$ cat src/rtl/keccak_pkg.sv
// keccak_pkg: shared parameters, FSM state type and iota constants for the Keccak-f[1600] round controller.
package keccak_pkg;
    localparam int NUM_ROUNDS_DEFAULT = 24;
    localparam int ROUND_W_DEFAULT = 5;
    typedef enum logic [1:0] {IDLE, ROUND, DONE} round_ctrl_state_t;
    localparam logic [63:0] ROUND_CONSTANTS [24] = '{
        64'h0000_0000_0000_0001, 64'h0000_0000_0000_8082, 64'h8000_0000_0000_808A, 64'h8000_0000_8000_8000,
        64'h0000_0000_0000_808B, 64'h0000_0000_8000_0001, 64'h8000_0000_8000_8081, 64'h8000_0000_0000_8009,
        64'h0000_0000_0000_008A, 64'h0000_0000_0000_0088, 64'h0000_0000_8000_8009, 64'h0000_0000_8000_000A,
        64'h0000_0000_8000_808B, 64'h8000_0000_0000_008B, 64'h8000_0000_0000_8089, 64'h8000_0000_0000_8003,
        64'h8000_0000_0000_8002, 64'h8000_0000_0000_0080, 64'h0000_0000_0000_800A, 64'h8000_0000_8000_000A,
        64'h8000_0000_8000_8081, 64'h8000_0000_0000_8080, 64'h0000_0000_8000_0001, 64'h8000_0000_8000_8008
    };
endpackage

$ cat src/rtl/keccak_round_ctrl_if.sv
// keccak_round_ctrl_if: start/done handshakes and round-datapath controls between sponge control and round sequencer.
interface keccak_round_ctrl_if #(parameter int ROUND_W = keccak_pkg::ROUND_W_DEFAULT);
    logic start;
    logic in_ready;
    logic hold;
    logic abort;
    logic round_en;
    logic first_round;
    logic last_round;
    logic [ROUND_W-1:0] round_number;
    logic [63:0] round_constant;
    logic out_valid;
    logic out_ready;
    modport master (
        output start, hold, abort, out_ready,
        input in_ready, round_en, first_round, last_round, round_number, round_constant, out_valid
    );
    modport slave (
        input start, hold, abort, out_ready,
        output in_ready, round_en, first_round, last_round, round_number, round_constant, out_valid
    );
endinterface

$ cat src/rtl/keccak_round_constant_gen.sv
// keccak_round_constant_gen: combinational iota constant lookup for a round index.
module keccak_round_constant_gen
    import keccak_pkg::*;
#(
    parameter int ROUND_W = ROUND_W_DEFAULT
) (
    input  logic [ROUND_W-1:0] round_number,
    output logic [63:0]        round_constant
);
    logic [4:0] idx;
    assign idx = 5'(round_number);
    assign round_constant = (idx < 5'd24) ? ROUND_CONSTANTS[idx] : '0;
endmodule

$ cat src/rtl/keccak_round_ctrl.sv
// keccak_round_ctrl: sequences NUM_ROUNDS Keccak rounds per start request and hands the result off via valid/ready.
module keccak_round_ctrl
    import keccak_pkg::*;
#(
    parameter int NUM_ROUNDS = NUM_ROUNDS_DEFAULT,
    parameter int ROUND_W = ROUND_W_DEFAULT
) (
    input logic clk,
    input logic rst_n,
    keccak_round_ctrl_if.slave bus
);
    localparam logic [ROUND_W-1:0] LAST = ROUND_W'(NUM_ROUNDS - 1);
    round_ctrl_state_t state_q, state_d;
    logic [ROUND_W-1:0] rn_q, rn_d;
    logic last;
    assign last = rn_q == LAST;
    always_ff @(posedge clk or negedge rst_n) begin
        if (!rst_n) begin
            state_q <= IDLE;
            rn_q <= '0;
        end else begin
            state_q <= state_d;
            rn_q <= rn_d;
        end
    end
    always_comb begin
        state_d = state_q;
        rn_d = rn_q;
        if (bus.abort) begin
            state_d = IDLE;
            rn_d = '0;
        end else begin
            unique case (state_q)
                IDLE: if (bus.start) begin
                    state_d = ROUND;
                    rn_d = '0;
                end
                ROUND: if (!bus.hold) begin
                    state_d = last ? DONE : ROUND;
                    rn_d = last ? '0 : rn_q + ROUND_W'(1);
                end
                DONE: state_d = bus.out_ready ? IDLE : DONE;
                default: state_d = IDLE;
            endcase
        end
    end
    assign bus.in_ready = state_q == IDLE;
    assign bus.round_en = (state_q == ROUND) && !bus.hold;
    assign bus.first_round = (state_q == ROUND) && (rn_q == '0);
    assign bus.last_round = (state_q == ROUND) && last;
    assign bus.out_valid = state_q == DONE;
    assign bus.round_number = rn_q;
    keccak_round_constant_gen #(.ROUND_W(ROUND_W)) u_rc (
        .round_number(rn_q),
        .round_constant(bus.round_constant)
    );
endmodule
$ cat src/flat_wrapper.sv
// flat-port wrapper written by rule: the top's interface ports become plain ports
module keccak_round_ctrl_flat import keccak_pkg::*;
#(
    parameter int NUM_ROUNDS = NUM_ROUNDS_DEFAULT,
    parameter int ROUND_W = ROUND_W_DEFAULT
)
  (clk, rst_n, bus_start, bus_hold, bus_abort, bus_out_ready, bus_in_ready, bus_round_en, bus_first_round, bus_last_round, bus_round_number, bus_round_constant, bus_out_valid);
  keccak_round_ctrl_if #(.ROUND_W(ROUND_W)) bus_i ();
  input logic clk;
  input logic rst_n;
  input wire logic [$bits(bus_i.start)-1:0] bus_start;
  input wire logic [$bits(bus_i.hold)-1:0] bus_hold;
  input wire logic [$bits(bus_i.abort)-1:0] bus_abort;
  input wire logic [$bits(bus_i.out_ready)-1:0] bus_out_ready;
  output wire logic [$bits(bus_i.in_ready)-1:0] bus_in_ready;
  output wire logic [$bits(bus_i.round_en)-1:0] bus_round_en;
  output wire logic [$bits(bus_i.first_round)-1:0] bus_first_round;
  output wire logic [$bits(bus_i.last_round)-1:0] bus_last_round;
  output wire logic [$bits(bus_i.round_number)-1:0] bus_round_number;
  output wire logic [$bits(bus_i.round_constant)-1:0] bus_round_constant;
  output wire logic [$bits(bus_i.out_valid)-1:0] bus_out_valid;
  assign bus_i.start = bus_start;
  assign bus_i.hold = bus_hold;
  assign bus_i.abort = bus_abort;
  assign bus_i.out_ready = bus_out_ready;
  assign bus_in_ready = bus_i.in_ready;
  assign bus_round_en = bus_i.round_en;
  assign bus_first_round = bus_i.first_round;
  assign bus_last_round = bus_i.last_round;
  assign bus_round_number = bus_i.round_number;
  assign bus_round_constant = bus_i.round_constant;
  assign bus_out_valid = bus_i.out_valid;
  keccak_round_ctrl #(.NUM_ROUNDS(NUM_ROUNDS), .ROUND_W(ROUND_W)) u_core (.clk(clk), .rst_n(rst_n), .bus(bus_i));
endmodule
$ cat config.mk
export PLATFORM = sky130hd
export DESIGN_NAME = keccak_round_ctrl_flat
export DESIGN_NICKNAME = d
export VERILOG_FILES = /design/src/rtl/keccak_pkg.sv /design/src/rtl/keccak_round_ctrl_if.sv /design/src/rtl/keccak_round_constant_gen.sv /design/src/rtl/keccak_round_ctrl.sv /design/src/flat_wrapper.sv
export SDC_FILE = /design/constraint.sdc
export NUM_CORES = 1
export LEC_CHECK = 0
export CORE_AREA = 4 4 66 68
export DETAILED_ROUTE_END_ITERATION = 12
export DIE_AREA = 0 0 70 72
export PLACE_DENSITY = 0.71
export SLEW_MARGIN = 20
export SYNTH_ARGS = -nofsm -noshare
export SYNTH_HDL_FRONTEND = slang
export SYNTH_SLANG_ARGS = --single-unit
$ cat constraint.sdc
create_clock -name clk -period 4.66 [get_ports clk]
set_input_delay 1.165 -clock clk [delete_from_list [all_inputs] [get_ports clk]]
set_output_delay 1.165 -clock clk [all_outputs]
set_load 0.02 [all_outputs]
Word-level counts from Yosys, hierarchy flattened:

Memory sizes are Yosys's and may differ from the RTL's.
Index checks and enable logic that the tools add are counted.

* register bits after elaboration: 7
* bits in read-only memories: 2048
* bits of input ports: 6
* output and inout port bits: 74
* logic and storage cells: 35
* memories: 1

Memory list
* (no name shown): depth 32, bits a word 64, rd ports 1, clocked after memory_dff 0, write ports 0, RTL line keccak_round_constant_gen.sv:12 `assign round_constant = (idx < 5'd24) ? ROUND_CONSTANTS[idx] : '0;`

* $add $sub $neg: 1
* $lt $le $gt $ge: 2
* equal/unequal tests: 5
* multiplexer cells: 14
* bitwise operators: 1
* reductions and logical operators: 9

Operators by type and width (count)
* 2-to-1 mux 64 bit: 3
* 2-to-1 mux 5 bit: 4
* 2-to-1 mux 2 bit: 5
* one-hot mux 5 bit (2 select lines): 1
* >= comparator 6 bit, second input constant: 1
* inequality test 3 bit, second input constant: 2
* inverter 5 -> 6 bit: 1
* one-hot mux 2 bit (3 select lines): 1
* adder 5 x 1 -> 5 bit, second input constant: 1
* == test 5 bit, second input constant: 1
* logical NOT 5 bit: 1
* less-than comparator 5 bit, second input constant: 1
* logical AND 1 bit: 3
* AND reduction 3 bit: 1
* nonzero test 3 bit: 1
* == test 2 x 1 -> 1 bit, second input constant: 1
* == test 2 bit, second input constant: 1
* logical NOT 2 bit: 1
* AND reduction 2 bit: 1
* logical NOT 1 bit: 1

Longest topological paths before layout:

* word-level depth: 5
* depth in mapped cells: 5
* depth with buffers taken out: 5

By module:

Synthesis repeated with hierarchy kept, for this count alone.

* cell total of the unflattened synthesis: 167
* area, all modules: 1310.0 um2

By module, submodules not included
* keccak_round_constant_gen: times used 1, cells an instance 116, area each 862.1 um2, sequential area each 0.0 um2
* keccak_round_ctrl: times used 1, cells an instance 51, area each 447.9 um2, sequential area each 175.2 um2

Least setup slack after synthesis:

OpenSTA, ideal clock, no wires.

* path kind: register to output
* start point: register u_core.rn_q[1] (netlist: u_core.bus.round_number[1])
* end point: output port bus_round_constant[31]
* arrival time: 1.836 ns
* required time: 3.495 ns
* slack: 1.659 ns
* cell stages (with the launch flop): 6
* buffers on the path: 0
* path through: dfrtp_1 -> inv_1 -> ha_1 -> mux4_2 -> nand2_1 -> o21ai_0

* word-level cells in the longest chain between the ends: 5
* elaborated cells between the ends (all ways): 6
* those cells by class: 1 x order compare; 3 x mux; 1 x bitwise; 1 x memory

Ends and longest elaborated chain
* start: declaration: RTL line keccak_round_ctrl.sv:14 `logic [ROUND_W-1:0] rn_q, rn_d;`
* start signal: assignment: RTL line keccak_round_ctrl.sv:23 `rn_q <= rn_d;`
* inverter 5 -> 6 bit (not written as such): RTL line keccak_round_constant_gen.sv:12
* memory (32 x 64 bit)
* 2-to-1 mux 64 bit (not written as such) (2 in series): RTL line keccak_round_constant_gen.sv:12
* 2-to-1 mux 64 bit *: RTL line keccak_round_constant_gen.sv:12
* end: declaration: RTL line flat_wrapper.sv:20 `output wire logic [$bits(bus_i.round_constant)-1:0] bus_round_constant;`

Mark *: on every way between the ends. The rest lies on a longest branch, timed or not. The select of a mux whose other input is x is not followed.

Worst setup path in the final report:

* start point: register u_core.rn_q[0] (netlist: u_core.bus.round_number[0])
* end point: output port bus_round_constant[31]

Same word-level chain as after synthesis.

==> flow_summary.toml <==
[setup_path]
cpPeakStageDelay_ps = 550
cp_max_fo = 8
crit_buf_inv = 2
critPathCaptureType = "primary output"
critPathTopFamily = "buffers and inverters"
crit_type = "reg -> out"
ff2ff_path_depth = 5
cpMaxStageDelayCell = "clkdlybuf4s50_1"
crit_chain = "inv_1 > ha_1 > mux4_2 > nand2_1 > o21ai_0 > clkdlybuf4s50_1"
cp.depth = 6
required_ps = 3490
arrival_ps = 2550
critPathLaunchType = "register"

[synthesis]
synth_top_area_share = 0.342
postSynthAreaPerCell_sq_um = 8.06
synthTopCellsByArea = "buf_4, dfrtp_1, ha_1"
yosysWarnings = 0
netlist_area_sq_um = 1270
seq_area_frac_synth = 0.138
yosys.cell_types.count = 40
netlist_instances = 158
yosys.area.top_type = "buf_4"
synth-seq-cells = 7

[global_routing]
grt_overflow = 0
grt_pass1_vias = 876
grt_util_all_layers = 0.0862
grt_max_degree = 29
grt_pass1_wl_mm = 3.67
antenna_found_initial = 0

[min_path]
holdPathStages = 1
hp-class = "reg -> reg"

[routing]
drcViolationCount = 0
routed_wl_mm = 2.32
met1Wirelength_microns = 913
highest_layer = "met4"
ant_nets = 0
drt_iter0_drc = 12
met2_length_mm = 1.14
dr.pass1.iters = 4
vias = 965
wl_met3_microns = 256
avgViaCountPerCell = 4.27
routedWlPerCell_microns = 10.3

[place]
placed_cell_area_sq_um = 1300
dp_hpwl_mm = 1.88
gp_congestion = 0.813
io_buffers = 22

[outcome]
status = "complete, no violations"

[floorplanning]
die_area_sq_um = 5040
num_io_pins = 80
rows = 23
start_util = 0.330
die_x_microns = 70
core_sq_um = 3860
die_h_microns = 72

[clocking]
post_cts_resized = 0
cts-root-buf = "clkbuf_8"
cts_tree = "done"
htree_levels = 1
clkSlewWorstSetupHoldPaths_ps = 40
cts_setup_buffers = 0
cts_buffers = 3
cts.sinks = 7
clkLatencyLatePin_ps = 230
ctsLongestPathBuffers = 2
holdBufCountCts = 0

[timing]
min_period_ps = 3720
fin_setup_tns_ps = 0
maxSlewHeadroom = 0.442
fin_skew_ps = 2.89
fmax_ghz = 0.269
rsz0062_at_grt = "false"
post-route-period-util = 0.797
tightest_slew_ps = 837
hold_viol = 0
slew_violations = 0
setup_viol = 0

[layout]
syn2layout_area_growth_pct = 5.50
diodes = 0
layout.nets = 191
drive_above_1_share = 0.0511
fin_area_sq_um = 1340

[power]
power.static_leakage_uw = 0.000635
p_per_area_nw_per_um2 = 172
ir_drop_v = 0.000195

[flow_run]
maxCapViolCount = 0
worst paths after layout:
check / endpoint / from / slack, ps
setup / recovery: bus_round_constant[31] / u_core.bus.round_number[0]$_DFFE_PN0P_ / 940
hold / removal: u_core.state_q[0]$_DFFE_PN0P_ / u_core.state_q[0]$_DFFE_PN0P_ / 670
setup reg to reg: u_core.bus.round_number[1]$_DFFE_PN0P_ / u_core.bus.round_number[0]$_DFFE_PN0P_ / 2700
hold reg to reg: u_core.state_q[0]$_DFFE_PN0P_ / u_core.state_q[0]$_DFFE_PN0P_ / 670
max in group asynchronous: u_core.state_q[0]$_DFFE_PN0P_ / rst_n / 3250
min in group asynchronous: u_core.bus.round_number[0]$_DFFE_PN0P_ / rst_n / 1190
layout make-up:
cell class                      count  area (sq um)
Inverter                            6          22.5
Clock buffer                        4          45.0
Multi-Input combinational cell    137           818
Sequential cell                     7           175
Timing Repair Buffer               22           220
Fill cell                         416          2510
Tap cell                           50          62.6
report_power, final:
| part | internal (uW) | leakage, uW | switching, uW | total [uW] |
|---|---|---|---|---|
| sequential | 62.2 | 0.0000959 | 3.23 | 65.5 |
| clock | 59.2 | 0.0000228 | 26.4 | 85.6 |
| combinational | 18.7 | 0.000516 | 60.9 | 79.6 |
layer usage:
| metal | track usage | vias up |
|---|---|---|
| met5 | 0 | - |
| met4 | 0.0298 | 0 |
| met3 | 0.0277 | 2 |
| met2 | 0.144 | 55 |
| met1 | 0.105 | 444 |
| li1 | - | 464 |
worst reg2reg max path, cell delays in order, from the launching register on:
cell and delay, ps:
dfrtp_1 520, inv_1 200, ha_1 440, nand3b_1 90, or4b_1 460, a21oi_1 170
cells in the final DEF, fill, tap and decap left out, types with 2 or more instances in the layout:
| cell | count |
|---|---|
| a211oi_1 | 3 |
| a21oi_1 | 4 |
| clkbuf_8 | 3 |
| clkdlybuf4s50_1 | 22 |
| conb_1 | 57 |
| dfrtp_1 | 7 |
| ha_1 | 8 |
| inv_1 | 6 |
| mux2i_1 | 2 |
| nand2_1 | 6 |
| nand2b_1 | 3 |
| nand3_1 | 2 |
| nand3b_1 | 4 |
| nand4_1 | 2 |
| nor2_1 | 8 |
| o2111ai_1 | 2 |
| o211ai_1 | 4 |
| o21ai_0 | 10 |
| o22ai_1 | 2 |
| or4b_1 | 2 |
synth_stat cells, drive strengths merged:
cell type and count:
inv 6, a211oi 3, nor2b 1, or4b 2, o2111ai 2, and2 2, nor4b 2, a21oi 4
nand2 6, o21ai 10, nor3 1, mux4 1, o21bai 2, nand4 2, xor2 1, nand3 2
nand3b 4, or2b 1, conb 1, nand4b 1, o22ai 2, or3b 1, dfrtp 7, clkbuf 3
and3 1, buf 61, o31a 1, nor2 8, mux2i 2, o211ai 4, o32a 1, o32ai 1
ha 8, nand2b 3, a31oi 1
kinds of logic after synthesis:
logic type,after synthesis,share of synthesized area
xor gates and xnor gates,1,0.00688
muxes,3,0.0334
DFF,7,0.138
and+or+nand+nor,37,0.189
other,1,0.00294
adders and majority gates,8,0.0786
buffers and inverters,70,0.385
AOI/OAI and AO/OA,31,0.167
registers in the layout (all words and copies together), names as in the netlist:
register                 flops
u_core.bus.round_number      5
u_core.state_q               2
through the flow:
step                      cells   util  hold slack [ps]  power (uW)  setup slack (ps)
after detailed placement    222  0.337              672         145              1100
final                       226  0.348              667         231               944
after floorplan             214      -              543         163              1660
after CTS                   226  0.348              675         232               932
after global routing        226  0.348              703         242               818
after global placement      222  0.337              669         145              1110
Note: power is estimated with default switching activity, not from simulation.
